`src/rtl/man_align_seq.sv`:
```
// Mantissa alignment sequencer: orders two operands by magnitude, then right-shifts the smaller
// mantissa by the exponent difference a few bits per cycle. Optional macro: MAN_ALIGN_FAST_ACCEPT_EN.
module man_align_seq #(
   parameter int MAN_W         = 28,
   parameter int EXP_W         = 8,
   parameter int SHIFT_PER_CYC = 4
) (
   input  logic             i_clk,
   input  logic             i_rst_n,
   input  logic             i_valid,
   output logic             o_ready,
   input  logic [EXP_W-1:0] i_exp_a,
   input  logic [EXP_W-1:0] i_exp_b,
   input  logic [MAN_W-1:0] i_man_a,
   input  logic [MAN_W-1:0] i_man_b,
   output logic             o_valid,
   input  logic             i_ready,
   output logic             o_compare,
   output logic [EXP_W-1:0] o_exp_max,
   output logic [MAN_W-1:0] o_man_max,
   output logic [MAN_W-1:0] o_man_min,
   output logic             o_sticky,
   output logic             o_busy
);

   typedef enum logic [1:0] {IDLE, SWAP, SHIFT, DONE} state_t;

   state_t           state_q;
   logic [EXP_W-1:0] exp_a_q, exp_b_q, exp_max_q, rem_q;
   logic [MAN_W-1:0] man_a_q, man_b_q, man_max_q, man_min_q;
   logic             compare_q, sticky_q;

   // OR of the n least significant bits of v; n never exceeds MAN_W here.
   function automatic logic low_bits_or(input logic [MAN_W-1:0] v, input logic [EXP_W-1:0] n);
      logic [MAN_W-1:0] mask;
      mask = (MAN_W'(1) << n) - MAN_W'(1);
      return |(v & mask);
   endfunction

   logic             compare_d;
   logic [EXP_W-1:0] exp_max_d, exp_min_d, diff_d;
   logic [MAN_W-1:0] man_max_d, man_min_d;
   logic             diff_big_d;

   always_comb begin
      compare_d = (exp_a_q < exp_b_q) || ((exp_a_q == exp_b_q) && (man_a_q < man_b_q));
      if (compare_d) begin
         exp_max_d = exp_b_q;
         exp_min_d = exp_a_q;
         man_max_d = man_b_q;
         man_min_d = man_a_q;
      end else begin
         exp_max_d = exp_a_q;
         exp_min_d = exp_b_q;
         man_max_d = man_a_q;
         man_min_d = man_b_q;
      end
      diff_d     = exp_max_d - exp_min_d;
      diff_big_d = (32'(diff_d) >= 32'(MAN_W));
   end

   logic [EXP_W-1:0] step_d, rem_d;
   logic [MAN_W-1:0] man_min_sh_d;
   logic             sticky_sh_d;

   always_comb begin
      step_d       = (rem_q < EXP_W'(SHIFT_PER_CYC)) ? rem_q : EXP_W'(SHIFT_PER_CYC);
      man_min_sh_d = man_min_q >> step_d;
      sticky_sh_d  = sticky_q | low_bits_or(man_min_q, step_d);
      rem_d        = rem_q - step_d;
   end

`ifdef MAN_ALIGN_FAST_ACCEPT_EN
   assign o_ready = (state_q == IDLE) || ((state_q == DONE) && i_ready);
`else
   assign o_ready = (state_q == IDLE);
`endif

   logic accept;
   assign accept = i_valid && o_ready;

   always_ff @(posedge i_clk or negedge i_rst_n) begin
      if (!i_rst_n) begin
         state_q   <= IDLE;
         exp_a_q   <= '0;
         exp_b_q   <= '0;
         man_a_q   <= '0;
         man_b_q   <= '0;
         exp_max_q <= '0;
         rem_q     <= '0;
         man_max_q <= '0;
         man_min_q <= '0;
         compare_q <= 1'b0;
         sticky_q  <= 1'b0;
      end else begin
         case (state_q)
            IDLE: begin
               if (accept) begin
                  exp_a_q <= i_exp_a;
                  exp_b_q <= i_exp_b;
                  man_a_q <= i_man_a;
                  man_b_q <= i_man_b;
                  state_q <= SWAP;
               end
            end
            SWAP: begin
               compare_q <= compare_d;
               exp_max_q <= exp_max_d;
               man_max_q <= man_max_d;
               if (diff_big_d) begin
                  // Everything falls off the end: result is zero, sticky catches any set bit.
                  man_min_q <= '0;
                  sticky_q  <= |man_min_d;
                  state_q   <= DONE;
               end else if (diff_d == '0) begin
                  man_min_q <= man_min_d;
                  sticky_q  <= 1'b0;
                  state_q   <= DONE;
               end else begin
                  man_min_q <= man_min_d;
                  sticky_q  <= 1'b0;
                  rem_q     <= diff_d;
                  state_q   <= SHIFT;
               end
            end
            SHIFT: begin
               man_min_q <= man_min_sh_d;
               sticky_q  <= sticky_sh_d;
               rem_q     <= rem_d;
               if (rem_d == '0) state_q <= DONE;
            end
            DONE: begin
               // accept can only be true here when the fast-accept path is built in.
               if (i_ready) begin
                  if (accept) begin
                     exp_a_q <= i_exp_a;
                     exp_b_q <= i_exp_b;
                     man_a_q <= i_man_a;
                     man_b_q <= i_man_b;
                     state_q <= SWAP;
                  end else begin
                     state_q <= IDLE;
                  end
               end
            end
            default: state_q <= IDLE;
         endcase
      end
   end

   assign o_valid   = (state_q == DONE);
   assign o_busy    = (state_q != IDLE);
   assign o_compare = compare_q;
   assign o_exp_max = exp_max_q;
   assign o_man_max = man_max_q;
   assign o_man_min = man_min_q;
   assign o_sticky  = sticky_q;

endmodule

```
`config.mk`:
```
export PLATFORM = sky130hd
export DESIGN_NAME = man_align_seq
export DESIGN_NICKNAME = d
export VERILOG_FILES = /design/src/rtl/man_align_seq.sv
export SDC_FILE = /design/constraint.sdc
export NUM_CORES = 1
export LEC_CHECK = 0
export ABC_CLOCK_PERIOD_IN_PS = 9800
export BUFFER_PORTS_ARGS = -buffer_cell sky130_fd_sc_hd__buf_2
export CAP_MARGIN = 20
export CORE_ASPECT_RATIO = 0.7
export CORE_MARGIN = 1.5
export CORE_UTILIZATION = 55
export CTS_CLUSTER_SIZE = 25
export DETAILED_ROUTE_END_ITERATION = 6
export PLACE_DENSITY = 0.78
export SLEW_MARGIN = 20
export SYNTH_ARGS = -nofsm -noshare
export SYNTH_HDL_FRONTEND = slang
export SYNTH_SLANG_ARGS = --single-unit
```
`constraint.sdc`:
```
create_clock -name i_clk -period 9.8 [get_ports i_clk]
set_input_delay 1.96 -clock i_clk [delete_from_list [all_inputs] [get_ports i_clk]]
set_output_delay 1.96 -clock i_clk [all_outputs]
set_load 0.005 [all_outputs]
```
==> load_flow_metrics.sql <==
INSERT INTO impl_metrics (metric_group, metric, value, unit) VALUES
('clocking', 'cts_root_buf', 'sky130_fd_sc_hd__clkbuf_16', ''),
('clocking', 'number_of_buffers_created_by_cts', '17', ''),
('worst_setup_path', 'arrival_time_at_the_worst_endpoint', '6190', 'ps'),
('die', 'io_pins', '145', ''),
('final_layout', 'layout-drive-gt1-share', '0.211', ''),
('detailed_routing', 'drtPass1Iterations', '7', ''),
('clocking', 'clk_transition_reported_paths', '60', 'ps'),
('min_path', 'timing.hold.worst.class', 'reg -> reg', ''),
('timing', 'fin_hold_ws', '523', 'ps'),
('logic_synthesis', 'syn-cell-area', '0.00926', 'mm2'),
('timing', 'maxSlewViolCount', '0', ''),
('detailed_routing', 'routedWlPerCell', '18.7', 'um'),
('worst_setup_path', 'path_class', 'reg -> reg', ''),
('grt', 'antenna_found_initial', '0', ''),
('detailed_routing', 'route.detailed.drc', '0', ''),
('pwr', 'total_power', '4750', 'uW'),
('place', 'buffer_ports.inserted', '144', ''),
('logic_synthesis', 'synth_largest_type_area_fraction', '0.400', ''),
('detailed_routing', 'detailedRoute.firstIterationViolations', '923', ''),
('pwr', 'power.clock.fraction', '0.137', ''),
('pwr', 'vdd_drop_max', '286', 'uV'),
('logic_synthesis', 'synth_fp_nets', '1158', ''),
('worst_setup_path', 'worst_setup_start_kind', 'flop', ''),
('grt', 'grt_max_degree', '99', ''),
('clocking', 'cts.hold.buffers_added', '0', ''),
('final_layout', 'n_antenna_cell', '0', ''),
('grt', 'vias_in_the_first_global_route', '7816', ''),
('final_layout', 'most_common_library_cell_in_the_layout_ignoring_fill_and_taps', 'sky130_fd_sc_hd__dfrtp_1', ''),
('detailed_routing', 'ant_nets', '0', ''),
('detailed_routing', 'post_drt_via_cell_ratio', '6.13', ''),
('logic_synthesis', 'synth_async_sr_flop_share', '1.00', ''),
('clocking', 'tritoncts_clock_tree', 'yes', ''),
('grt', 'grt_first_pass_wirelength', '41.1', 'mm'),
('clocking', 'tritoncts_num_sinks', '148', ''),
('job', 'drv.max_cap_violation_count', '0', ''),
('logic_synthesis', 'synth_enable_flop_cells', '0', ''),
('timing', 'setup_viol_count_final', '0', ''),
('logic_synthesis', 'ys.flop_type', 'sky130_fd_sc_hd__dfrtp_1', ''),
('clocking', 'post_cts_repair_resize_count', '0', ''),
('grt', 'gr-usage-all-layers', '0.300', ''),
('clocking', 'clk_path_buf_depth', '2', ''),
('clocking', 'postCtsSetupBuffers', '0', ''),
('logic_synthesis', 'synth_seq_cells', '148', ''),
('timing', 'fin_crit_share', '0.599', ''),
('logic_synthesis', 'synth-seq-area-share', '0.400', ''),
('die', 'die_area', '0.0176', 'mm2'),
('timing', 'setup_tns', '0', 'ps'),
('worst_setup_path', 'critPathCaptureType', 'flop', ''),
('logic_synthesis', 'post-synth-top-area-cell', 'sky130_fd_sc_hd__dfrtp_1', ''),
('timing', 'max_slew.worst_pin.slew', '1100', 'ps'),
('place', 'dp_hpwl', '18.2', 'mm'),
('die', 'placeableCoreArea', '0.0164', 'mm2'),
('pwr', 'cell_internal_pwr', '2410', 'uW'),
('die', 'fp-row-count', '39', ''),
('place', 'place_congestion', '0.926', ''),
('final_layout', 'final.fill_count', '1417', ''),
('detailed_routing', 'finalWirelength', '25.9', 'mm'),
('final_layout', 'area_growth_syn_to_layout', '15.2', '%'),
('timing', 'timing.clock.skew', '10.3', 'ps'),
('final_layout', 'finish.net_count', '1263', ''),
('clocking', 'htreeDepth', '4', ''),
('outcome', 'status', 'finished, final reports clean', ''),
('logic_synthesis', 'syn_inst', '1040', ''),
('pwr', 'sequential_share_of_power', '0.261', ''),
('logic_synthesis', 'post_synth.cell_area_avg', '8.90', 'um2'),
('timing', 'worst_slew_margin_rel', '0.266', ''),
('timing', 'rsz0062_at_grt', 'false', ''),
('clocking', 'source_to_sink_clock_delay_at_the_later_pin_of_the_worst_skew_pair', '430', 'ps'),
('pwr', 'combinationalPowerShare', '0.601', ''),
('logic_synthesis', 'synth.distinct_cells', '68', ''),
('die', 'initial_core_util', '0.565', '');
[routing by layer]
layer	up-vias	GRT usage	routed length [um]
met5	-	0	0
met4	0	0.108	634
met3	42	0.0498	1860
met2	382	0.442	11300
met1	4072	0.444	12100
li1	3976	-	-
[stage by stage]
step | cell area [um2] | setup WS [ps] | utilization | cells
after floorplan | 9260 | 4780 | - | 1040
after global placement | 10100 | 4290 | 0.614 | 1351
after detailed placement | 10100 | 4010 | 0.614 | 1351
after CTS | 10700 | 3990 | 0.650 | 1383
after global routing | 10700 | 3510 | 0.651 | 1383
final | 10700 | 3930 | 0.651 | 1383
[Yosys cell counts, types with 4 or more instances]
master                     count
sky130_fd_sc_hd__a21oi_1     126
sky130_fd_sc_hd__mux2i_1      58
sky130_fd_sc_hd__or3_1        10
sky130_fd_sc_hd__buf_2        13
sky130_fd_sc_hd__nand2b_1     11
sky130_fd_sc_hd__buf_1         4
sky130_fd_sc_hd__o21ai_0      48
sky130_fd_sc_hd__nor4_1       18
sky130_fd_sc_hd__nand4_1      15
sky130_fd_sc_hd__o21a_1        4
sky130_fd_sc_hd__a31oi_1       5
sky130_fd_sc_hd__nor2_1       87
sky130_fd_sc_hd__o22ai_1       7
sky130_fd_sc_hd__nor3_1       11
sky130_fd_sc_hd__clkbuf_1     48
sky130_fd_sc_hd__dfrtp_1     148
sky130_fd_sc_hd__inv_1        49
sky130_fd_sc_hd__nand2_1     118
sky130_fd_sc_hd__a21o_1        5
sky130_fd_sc_hd__mux2_2       39
sky130_fd_sc_hd__a211oi_1     24
sky130_fd_sc_hd__a311oi_1      5
sky130_fd_sc_hd__nor2b_1      15
sky130_fd_sc_hd__o21ai_1      11
sky130_fd_sc_hd__and2_1       11
sky130_fd_sc_hd__nand3_1      15
sky130_fd_sc_hd__a41oi_1       7
sky130_fd_sc_hd__and3_1       10
sky130_fd_sc_hd__ha_1         42
sky130_fd_sc_hd__o221ai_1     15
[worst paths after layout]
| path | from | endpoint | slack [ps] | cells past startpoint |
|---|---|---|---|---|
| setup / recovery | exp_b_q[3] | o_man_min[11] | 3930 | 12 |
| setup reg to reg | exp_b_q[3] | o_man_min[11] | 3930 | 12 |
| hold / removal | rem_q[7] | rem_q[7] | 520 | 1 |
| max in group asynchronous | i_rst_n | exp_b_q[6] | 7130 | 2 |
| min in group asynchronous | i_rst_n | man_a_q[7] | 1530 | 1 |
| hold reg to reg | rem_q[7] | rem_q[7] | 520 | 1 |
[area by class of cell]
| class | instances | area, um2 | share of cell area |
|---|---|---|---|
| multi-input cells | 777 | 5120 | 0.480 |
| well taps | 225 | 282 | 0.0264 |
| inverters | 49 | 184 | 0.0172 |
| clock buffers | 20 | 457 | 0.0428 |
| repair buffers | 152 | 791 | 0.0741 |
| flip-flops and latches | 148 | 3700 | 0.347 |
| clock inverters | 12 | 129 | 0.0121 |
[power groups by stage]
stage	clock network [uW]	logic [uW]	registers (uW)
2_1_floorplan	0	2110	1150
6_report	653	2860	1240
4_1_cts	656	2820	1230
5_1_grt	681	3140	1280
3_3_place_gp	0	2740	1220
3_5_place_dp	0	2790	1240
[sequential cells by signal, summed over array words and instances (netlist names)]
register,cells
o_sticky,1
o_man_min,28
rem_q,8
exp_a_q,8
o_exp_max,8
o_man_max,28
o_compare,1
man_b_q,28
exp_b_q,8
state_q,2
man_a_q,28
[logic make-up after synthesis]
group,after synthesis,share of synthesized area
adders and majority gates,42,0.0568
muxes,98,0.112
DFF,148,0.400
xor gates and xnor gates,5,0.00473
buffers and inverters,115,0.0488
other,1,0.000405
and+or+nand+nor,331,0.167
AOI/OAI and AO/OA,300,0.211
[critical path, stage by stage (launching register included)]
cell	delay [ps]
sky130_fd_sc_hd__dfrtp_1	380
sky130_fd_sc_hd__inv_1	70
sky130_fd_sc_hd__ha_1	490
sky130_fd_sc_hd__nand4b_1	130
sky130_fd_sc_hd__a211o_1	300
sky130_fd_sc_hd__a2111oi_4	390
sky130_fd_sc_hd__a32oi_4	190
sky130_fd_sc_hd__a21oi_4	390
sky130_fd_sc_hd__buf_4	900
sky130_fd_sc_hd__mux2i_1	320
sky130_fd_sc_hd__xor2_1	770
sky130_fd_sc_hd__nand4_2	910
sky130_fd_sc_hd__o221ai_1	470
Power figures use the tool's default switching activity.
